[src/rtl/cpu_pkg.sv]
// cpu_pkg: opcode/state encodings, flag bundle and instruction field positions for multicycle_datapath
package cpu_pkg;
    typedef enum logic [4:0] {
        OP_ADD  = 5'd0,  OP_SUB = 5'd1,  OP_CMP = 5'd5,  OP_AND = 5'd6,  OP_OR  = 5'd7,
        OP_NOT  = 5'd8,  OP_MOV = 5'd9,  OP_LSL = 5'd10, OP_LSR = 5'd11, OP_ASR = 5'd12,
        OP_NOP  = 5'd13, OP_LD  = 5'd14, OP_ST  = 5'd15, OP_BEQ = 5'd16, OP_BGT = 5'd17,
        OP_B    = 5'd18, OP_CALL = 5'd19, OP_RET = 5'd20
    } opcode_e;

    typedef enum logic [2:0] {S_FETCH, S_DECODE, S_EXEC, S_MEM, S_WB, S_HALT} state_e;

    typedef struct packed {
        logic e;
        logic gt;
    } flags_t;

    localparam int OP_LO  = 27;
    localparam int I_BIT  = 26;
    localparam int RD_LO  = 22;
    localparam int RS1_LO = 18;
    localparam int RS2_LO = 14;

    function automatic logic isLegal(input logic [4:0] op);
        return op <= 5'd20 && !(op inside {[5'd2:5'd4]});
    endfunction
endpackage

[src/rtl/dp_alu.sv]
// dp_alu: combinational ALU with wrap-around arithmetic, shifts and compare flags
module dp_alu
    import cpu_pkg::*;
#(
    parameter int DATA_W = 32
) (
    input  logic [DATA_W-1:0] A,
    input  logic [DATA_W-1:0] B,
    input  opcode_e           op,
    output logic [DATA_W-1:0] result,
    output logic              E,
    output logic              GT
);
    localparam int SH_W = $clog2(DATA_W);

    logic [SH_W-1:0]   sh;
    logic [DATA_W-1:0] asrRes;

    assign sh = B[SH_W-1:0];
    // kept apart from the ternary so the signed shift is not coerced to unsigned
    assign asrRes = $signed(A) >>> sh;
    assign E = A == B;
    assign GT = $signed(A) > $signed(B);

    always_comb
        result = op == OP_SUB || op == OP_CMP ? A - B :
                 op == OP_AND ? A & B :
                 op == OP_OR  ? A | B :
                 op == OP_NOT ? ~B :
                 op == OP_MOV ? B :
                 op == OP_LSL ? A << sh :
                 op == OP_LSR ? A >> sh :
                 op == OP_ASR ? asrRes :
                 A + B;
endmodule

[src/rtl/multicycle_datapath.sv]
// multicycle_datapath: FETCH/DECODE/EXEC/MEM/WB sequencer with internal register file and handshaked memories
module multicycle_datapath
    import cpu_pkg::*;
#(
    parameter int DATA_W  = 32,
    parameter int NREG    = 16,
    parameter int IADDR_W = 10,
    parameter int DADDR_W = 10
) (
    input  logic               clk,
    input  logic               rst,
    output logic               imem_req,
    output logic [IADDR_W-1:0] imem_addr,
    input  logic               imem_ack,
    input  logic [31:0]        imem_rdata,
    output logic               dmem_req,
    output logic               dmem_we,
    output logic [DADDR_W-1:0] dmem_addr,
    output logic [DATA_W-1:0]  dmem_wdata,
    input  logic               dmem_ack,
    input  logic [DATA_W-1:0]  dmem_rdata,
    output logic [31:0]        pc,
    output logic               halted,
    output logic               err
);
    localparam int RI_W = $clog2(NREG);
    localparam logic [RI_W-1:0] RA = RI_W'(NREG - 1);

    state_e            state, nextState;
    logic [31:0]       ir, pcPlus4, target;
    flags_t            flags;
    logic [DATA_W-1:0] regs [NREG];
    logic [DATA_W-1:0] opA, opB, immx, immNext, res, mdr, aluB, aluRes;
    logic [RI_W-1:0]   rs1Idx, rs2Idx, rdIdx;
    logic [15:0]       imm16;
    logic              fill, aluE, aluGt, taken;
    opcode_e           op;

    assign op = opcode_e'(ir[OP_LO +: 5]);
    assign rs1Idx = op == OP_RET ? RA : ir[RS1_LO +: RI_W];
    assign rs2Idx = op == OP_ST ? ir[RD_LO +: RI_W] : ir[RS2_LO +: RI_W];
    assign rdIdx = op == OP_CALL ? RA : ir[RD_LO +: RI_W];

    // imm[17:16]: 00 sign-extend, 01 zero-extend, 10 ones-fill, 11 upper halfword
    assign imm16 = ir[15:0];
    assign fill = ir[17:16] == 2'b00 ? imm16[15] : ir[17:16] == 2'b10;
    assign immNext = ir[17:16] == 2'b11 ? DATA_W'({imm16, 16'h0000}) : {{(DATA_W-16){fill}}, imm16};

    assign aluB = ir[I_BIT] ? immx : opB;
    assign pcPlus4 = pc + 32'd4;
    assign target = op == OP_RET ? opA[31:0] : pc + {{3{ir[26]}}, ir[26:0], 2'b00};
    assign taken = op inside {OP_B, OP_CALL, OP_RET} || (op == OP_BEQ && flags.e) || (op == OP_BGT && flags.gt);

    dp_alu #(.DATA_W(DATA_W)) uAlu (
        .A      (opA),
        .B      (aluB),
        .op     (op),
        .result (aluRes),
        .E      (aluE),
        .GT     (aluGt)
    );

    assign imem_addr = pc[IADDR_W+1:2];
    assign dmem_addr = res[DADDR_W+1:2];
    assign dmem_wdata = opB;
    assign dmem_we = op == OP_ST;
    assign halted = state == S_HALT && !rst;
    assign err = state == S_HALT && !rst;

    always_ff @(posedge clk)
        state <= rst ? S_FETCH : nextState;

    always_comb begin
        nextState = state;
        imem_req = 1'b0;
        dmem_req = 1'b0;
        case (state)
            S_FETCH: begin
                imem_req = 1'b1;
                nextState = imem_ack ? S_DECODE : S_FETCH;
            end
            S_DECODE: nextState = isLegal(ir[OP_LO +: 5]) ? S_EXEC : S_HALT;
            S_EXEC: nextState = op inside {OP_LD, OP_ST} ? S_MEM :
                                op inside {OP_CMP, OP_NOP, OP_B, OP_BEQ, OP_BGT, OP_RET} ? S_FETCH : S_WB;
            S_MEM: begin
                dmem_req = 1'b1;
                nextState = !dmem_ack ? S_MEM : op == OP_LD ? S_WB : S_FETCH;
            end
            S_WB: nextState = S_FETCH;
            default: nextState = S_HALT;
        endcase
        if (rst) begin
            imem_req = 1'b0;
            dmem_req = 1'b0;
        end
    end

    always_ff @(posedge clk)
        if (rst) begin
            pc <= '0;
            ir <= '0;
            flags <= '0;
            opA <= '0;
            opB <= '0;
            immx <= '0;
            res <= '0;
            mdr <= '0;
            for (int i = 0; i < NREG; i++) regs[i] <= '0;
        end else
            case (state)
                S_FETCH: if (imem_ack) ir <= imem_rdata;
                S_DECODE: begin
                    opA <= regs[rs1Idx];
                    opB <= regs[rs2Idx];
                    immx <= immNext;
                end
                S_EXEC: begin
                    res <= op == OP_CALL ? DATA_W'(pcPlus4) : aluRes;
                    if (op == OP_CMP) flags <= '{e: aluE, gt: aluGt};
                    pc <= taken ? target : pcPlus4;
                end
                S_MEM: if (dmem_ack && op == OP_LD) mdr <= dmem_rdata;
                S_WB: regs[rdIdx] <= op == OP_LD ? mdr : res;
                default: ;
            endcase
endmodule

[config.mk]
export PLATFORM = sky130hd
export DESIGN_NAME = multicycle_datapath
export DESIGN_NICKNAME = d
export VERILOG_FILES = /design/src/rtl/cpu_pkg.sv /design/src/rtl/dp_alu.sv /design/src/rtl/multicycle_datapath.sv
export SDC_FILE = /design/constraint.sdc
export NUM_CORES = 2
export LEC_CHECK = 0
export CAP_MARGIN = 10
export CORE_ASPECT_RATIO = 1.4
export CORE_MARGIN = 10
export CORE_UTILIZATION = 33
export CTS_BUF_LIST = sky130_fd_sc_hd__clkbuf_4 sky130_fd_sc_hd__clkbuf_8 sky130_fd_sc_hd__clkbuf_16
export CTS_CLUSTER_DIAMETER = 80
export DETAILED_ROUTE_END_ITERATION = 7
export PLACE_DENSITY = 0.51
export SYNTH_ARGS = -nofsm -noshare
export SYNTH_HDL_FRONTEND = slang
export SYNTH_SLANG_ARGS = --single-unit
[constraint.sdc]
create_clock -name clk -period 6.25 [get_ports clk]
set_input_delay 0.625 -clock clk [delete_from_list [all_inputs] [get_ports clk]]
set_output_delay 0.625 -clock clk [all_outputs]
set_load 0.02 [all_outputs]
==> Implementation_results.wiki <==
{| class="wikitable"
! Metric !! Value
|-
| Status || complete, no violations
|-
| Buffers on Ports || 156
|-
| Clock network fraction of total power || 0.344
|-
| Required time of the worst setup path || 6.86 ns
|-
| EDFF count, synth || 512
|-
| Post-route fraction of the period consumed by the critical path || 0.8309
|-
| Crit end category || register
|-
| Total buffers and inverters traversed by the critical path || 1
|-
| Commonest non-fill, non-tap cell in the layout || sky130_fd_sc_hd__nor2_1
|-
| Initial antenna violation count || 13
|-
| Unrepaired setup endpoints after global routing || false
|-
| Proportion of power drawn by flip-flops and latches || 0.381
|-
| Post-route worst setup slack || 1.057 ns
|-
| Clock latency on the worst-skew pair || 0.74 ns
|-
| Max-slew violation count || 0
|-
| Overall die height || 468.1 um
|-
| Worst vdd ir || 0.0002618 V
|-
| Number of synthesized register bits || 741
|-
| Area of the die || 159200 um^2
|-
| Proportion of power drawn by combinational gates || 0.275
|-
| Via count || 44150
|-
| Number of buffers between clock root and the deepest sink || 3
|-
| Fraction of layout instances using a drive strength above 1 || 0.1264
|-
| Detailed Route Iter0 Violations || 4994
|-
| Worst hold path type || primary input to register
|-
| Cell area after layout || 54320 um^2
|-
| Max_cap viols || 0
|-
| Post-synth top area cell || sky130_fd_sc_hd__edfxtp_1
|-
| Crit path launch type || register
|-
| Hold buffer count at CTS || 0
|-
| CTS tree || yes
|-
| Cells traversed along the worst timing path || buf_12 -> mux2i_1 -> ha_1 -> or3_1 -> or3_1 -> a211oi_1 -> o21bai_1 -> a21oi_1 -> o211ai_1 -> a311oi_1 -> nor2_1 -> xnor2_1 -> o311ai_0
|-
| Fmax || 0.1926 GHz
|-
| Initial Utilization || 0.3319
|-
| Number of fill cells || 14380
|-
| Total iterations of the first detailed-routing run || 6
|-
| Vias per cell || 6.179
|-
| Post-synthesis cell count || 5178
|-
| Yosys cell types || 88
|-
| Maximum fanout along the worst path || 32
|-
| Core ar. || 142600 um^2
|-
| Async SR Flop Fraction || 0
|-
| Setup violators final || 0
|-
| Power, Total || 15.16 mW
|-
| Core Rows || 164
|-
| Summed negative setup slack over all endpoints || 0 ns
|-
| H-tree levels || 3
|-
| Clock transition at the registers of the reported paths || 0.06 ns
|-
| Number of clock sinks seen by CTS || 741
|-
| Pin count of the biggest net entering global routing || 97
|-
| Largest incremental delay on the critical path || 0.57 ns
|-
| Total standard cell area after synthesis || 47330 um^2
|-
| Final Skew || 0.04509 ns
|-
| Gp weighted congestion || 1.061
|-
| Root cell of the clock tree || sky130_fd_sc_hd__clkbuf_16
|-
| Area overhead of the layout relative to synthesis || 14.75%
|-
| Largest cells by area after synthesis || sky130_fd_sc_hd__edfxtp_1, sky130_fd_sc_hd__dfxtp_1, sky130_fd_sc_hd__mux4_2, sky130_fd_sc_hd__nor2_1, sky130_fd_sc_hd__nand2_1
|-
| Count of unresolved DRC violations after routing || 0
|-
| Category of the critical setup timing path || register to register
|-
| Most used flip-flop cell after synthesis || sky130_fd_sc_hd__edfxtp_1
|-
| Post-Synthesis Net Count || 5376
|-
| Post-place instance area || 51430 um^2
|-
| Slew at the pin with the worst max-slew slack || 1.375 ns
|-
| CP top delay family || compound AO/OA/AOI/OAI gates
|-
| Post-synthesis sequential area ratio || 0.4217
|-
| First-pass GRT wire length || 343700 um
|-
| Cell internal power dissipation || 9.800 mW
|-
| Number of gates given a new drive strength after cts || 0
|-
| Mapped Avg Cell Area || 9.141 um^2
|-
| Leading cell types in the layout, fill and taps excluded || sky130_fd_sc_hd__nor2_1, sky130_fd_sc_hd__nand2_1, sky130_fd_sc_hd__edfxtp_1
|-
| Final routed wirelength across all metal layers || 250300 um
|-
| Total power divided by cell area || 279.1 nW/um^2
|-
| Die boundary width || 340.1 um
|-
| Minimum period implied by the final worst setup slack || 5.193 ns
|-
| WL/cell || 35.03 um
|-
| Leakage power figure || 18.65 nW
|-
| Relative slew slack || 0.07486
|-
| Overall overflow remaining after global route || 0
|-
| Worst path arrival time || 5.80 ns
|-
| Slowest-stage cell, CP || sky130_fd_sc_hd__dfxtp_2
|-
| Yosys warning count || 0
|-
| Overall global routing resource usage || 0.3035
|-
| Sw Share || 0.3534
|-
| P_sw || 5.357 mW
|-
| Number of hold-slack violations in the final timing report || 0
|-
| Vias in the first global route || 43320
|-
| Setup repair bufs after CTS || 0
|-
| Most frequent cell on the critical path || sky130_fd_sc_hd__or3_1
|-
| Number of routed nets with antenna violations || 0
|-
| Cts bufs inserted || 85
|-
| Yosys top cell area share || 0.3248
|-
| Post-Place Setup Slack || 1.278 ns
|-
| Final layout net count || 5358
|-
| I/O pin total || 157
|-
| Half-perimeter wire length of the detailed placement result || 171900 um
|}
## power groups by stage
stage                     Clock [mW]  Combinational, mW  Sequential, mW
after floorplan                    0               2.48            5.70
after global placement             0               4.08            5.85
after detailed placement           0               4.05            5.86
after CTS                       5.28               4.07            5.75
after global routing            5.45               4.35            5.78
final                           5.21               4.17            5.77
## metrics by stage
step	hold WS [ns]	utilization	cells
2_1_floorplan	0.4316	-	5178
3_3_place_gp	0.4438	0.3606	6980
3_5_place_dp	0.4484	0.3606	6980
4_1_cts	0.3537	0.3806	7138
5_1_grt	0.3932	0.3808	7143
6_report	0.3630	0.3809	7145
## cell type report
class / instances / area [um^2] / area share
Sequential cell: 741 / 19970 / 0.3676
Multi-Input combinational cell: 3851 / 25280 / 0.4655
Clock inverter: 40 / 429.2 / 0.007901
Antenna cell: 5 / 12.51 / 0.0002304
Inverter: 104 / 392.9 / 0.007233
Clock buffer: 118 / 2430 / 0.04474
Timing Repair Buffer: 377 / 3413 / 0.06284
Tap cell: 1909 / 2389 / 0.04398
## cells in the mapped netlist (21+ instances only)
master and number:
sky130_fd_sc_hd__nand2b_1 39, sky130_fd_sc_hd__edfxtp_1 512, sky130_fd_sc_hd__o221ai_1 84, sky130_fd_sc_hd__nor3_1 83
sky130_fd_sc_hd__a21oi_1 371, sky130_fd_sc_hd__and2_1 62, sky130_fd_sc_hd__xor2_1 23, sky130_fd_sc_hd__clkbuf_1 386
sky130_fd_sc_hd__buf_4 24, sky130_fd_sc_hd__mux4_2 183, sky130_fd_sc_hd__buf_1 28, sky130_fd_sc_hd__o211ai_1 39
sky130_fd_sc_hd__a31oi_1 100, sky130_fd_sc_hd__mux2i_1 135, sky130_fd_sc_hd__buf_2 40, sky130_fd_sc_hd__a21o_1 22
sky130_fd_sc_hd__dfxtp_1 229, sky130_fd_sc_hd__and3_1 25, sky130_fd_sc_hd__o22ai_1 90, sky130_fd_sc_hd__a221oi_1 35
sky130_fd_sc_hd__o21bai_1 22, sky130_fd_sc_hd__nand2_1 742, sky130_fd_sc_hd__ha_1 127, sky130_fd_sc_hd__xnor2_1 87
sky130_fd_sc_hd__nor4_1 21, sky130_fd_sc_hd__nor2_1 783, sky130_fd_sc_hd__a211oi_1 127, sky130_fd_sc_hd__nand3_1 176
sky130_fd_sc_hd__o21ai_0 201, sky130_fd_sc_hd__inv_1 98
## state kept, by name, summed over array words and instances (netlist names)
signal and cells:
dmem_wdata 32, flags 2, immx 32, ir 32, mdr 32, opA 32
pc 32, regs 512, res 32, state 3
## layer usage
metal	GRT usage	routed length, um	up-vias
met3	0.05986	20810	715
met5	0	53	-
li1	-	-	18920
met2	0.5045	118200	2490
met1	0.3460	89840	22020
met4	0.2224	21370	8
## logic make-up after synthesis
logic type | Yosys count | share of synthesized area
xor+xnor | 110 | 0.02035
flops | 741 | 0.4217
buf+inv | 586 | 0.05012
mux | 337 | 0.1207
compound gates | 1266 | 0.1733
simple gates | 2007 | 0.1789
fa+ha+maj | 131 | 0.03505
## final timing paths
path                                           start              endpoint  slack, ns  depth (start not counted)
worst max register to register   ir[26]$_SDFFE_PP0P_  res[25]$_SDFFE_PP0P_       1.06                         13
worst min-delay path                             rst   ir[25]$_SDFFE_PP0P_       0.36                          2
worst max-delay path             ir[26]$_SDFFE_PP0P_  res[25]$_SDFFE_PP0P_       1.06                         13
worst min register to register  mdr[15]$_SDFFE_PP0P_  mdr[15]$_SDFFE_PP0P_       0.46                          2
(Power assumes the default switching activity.)
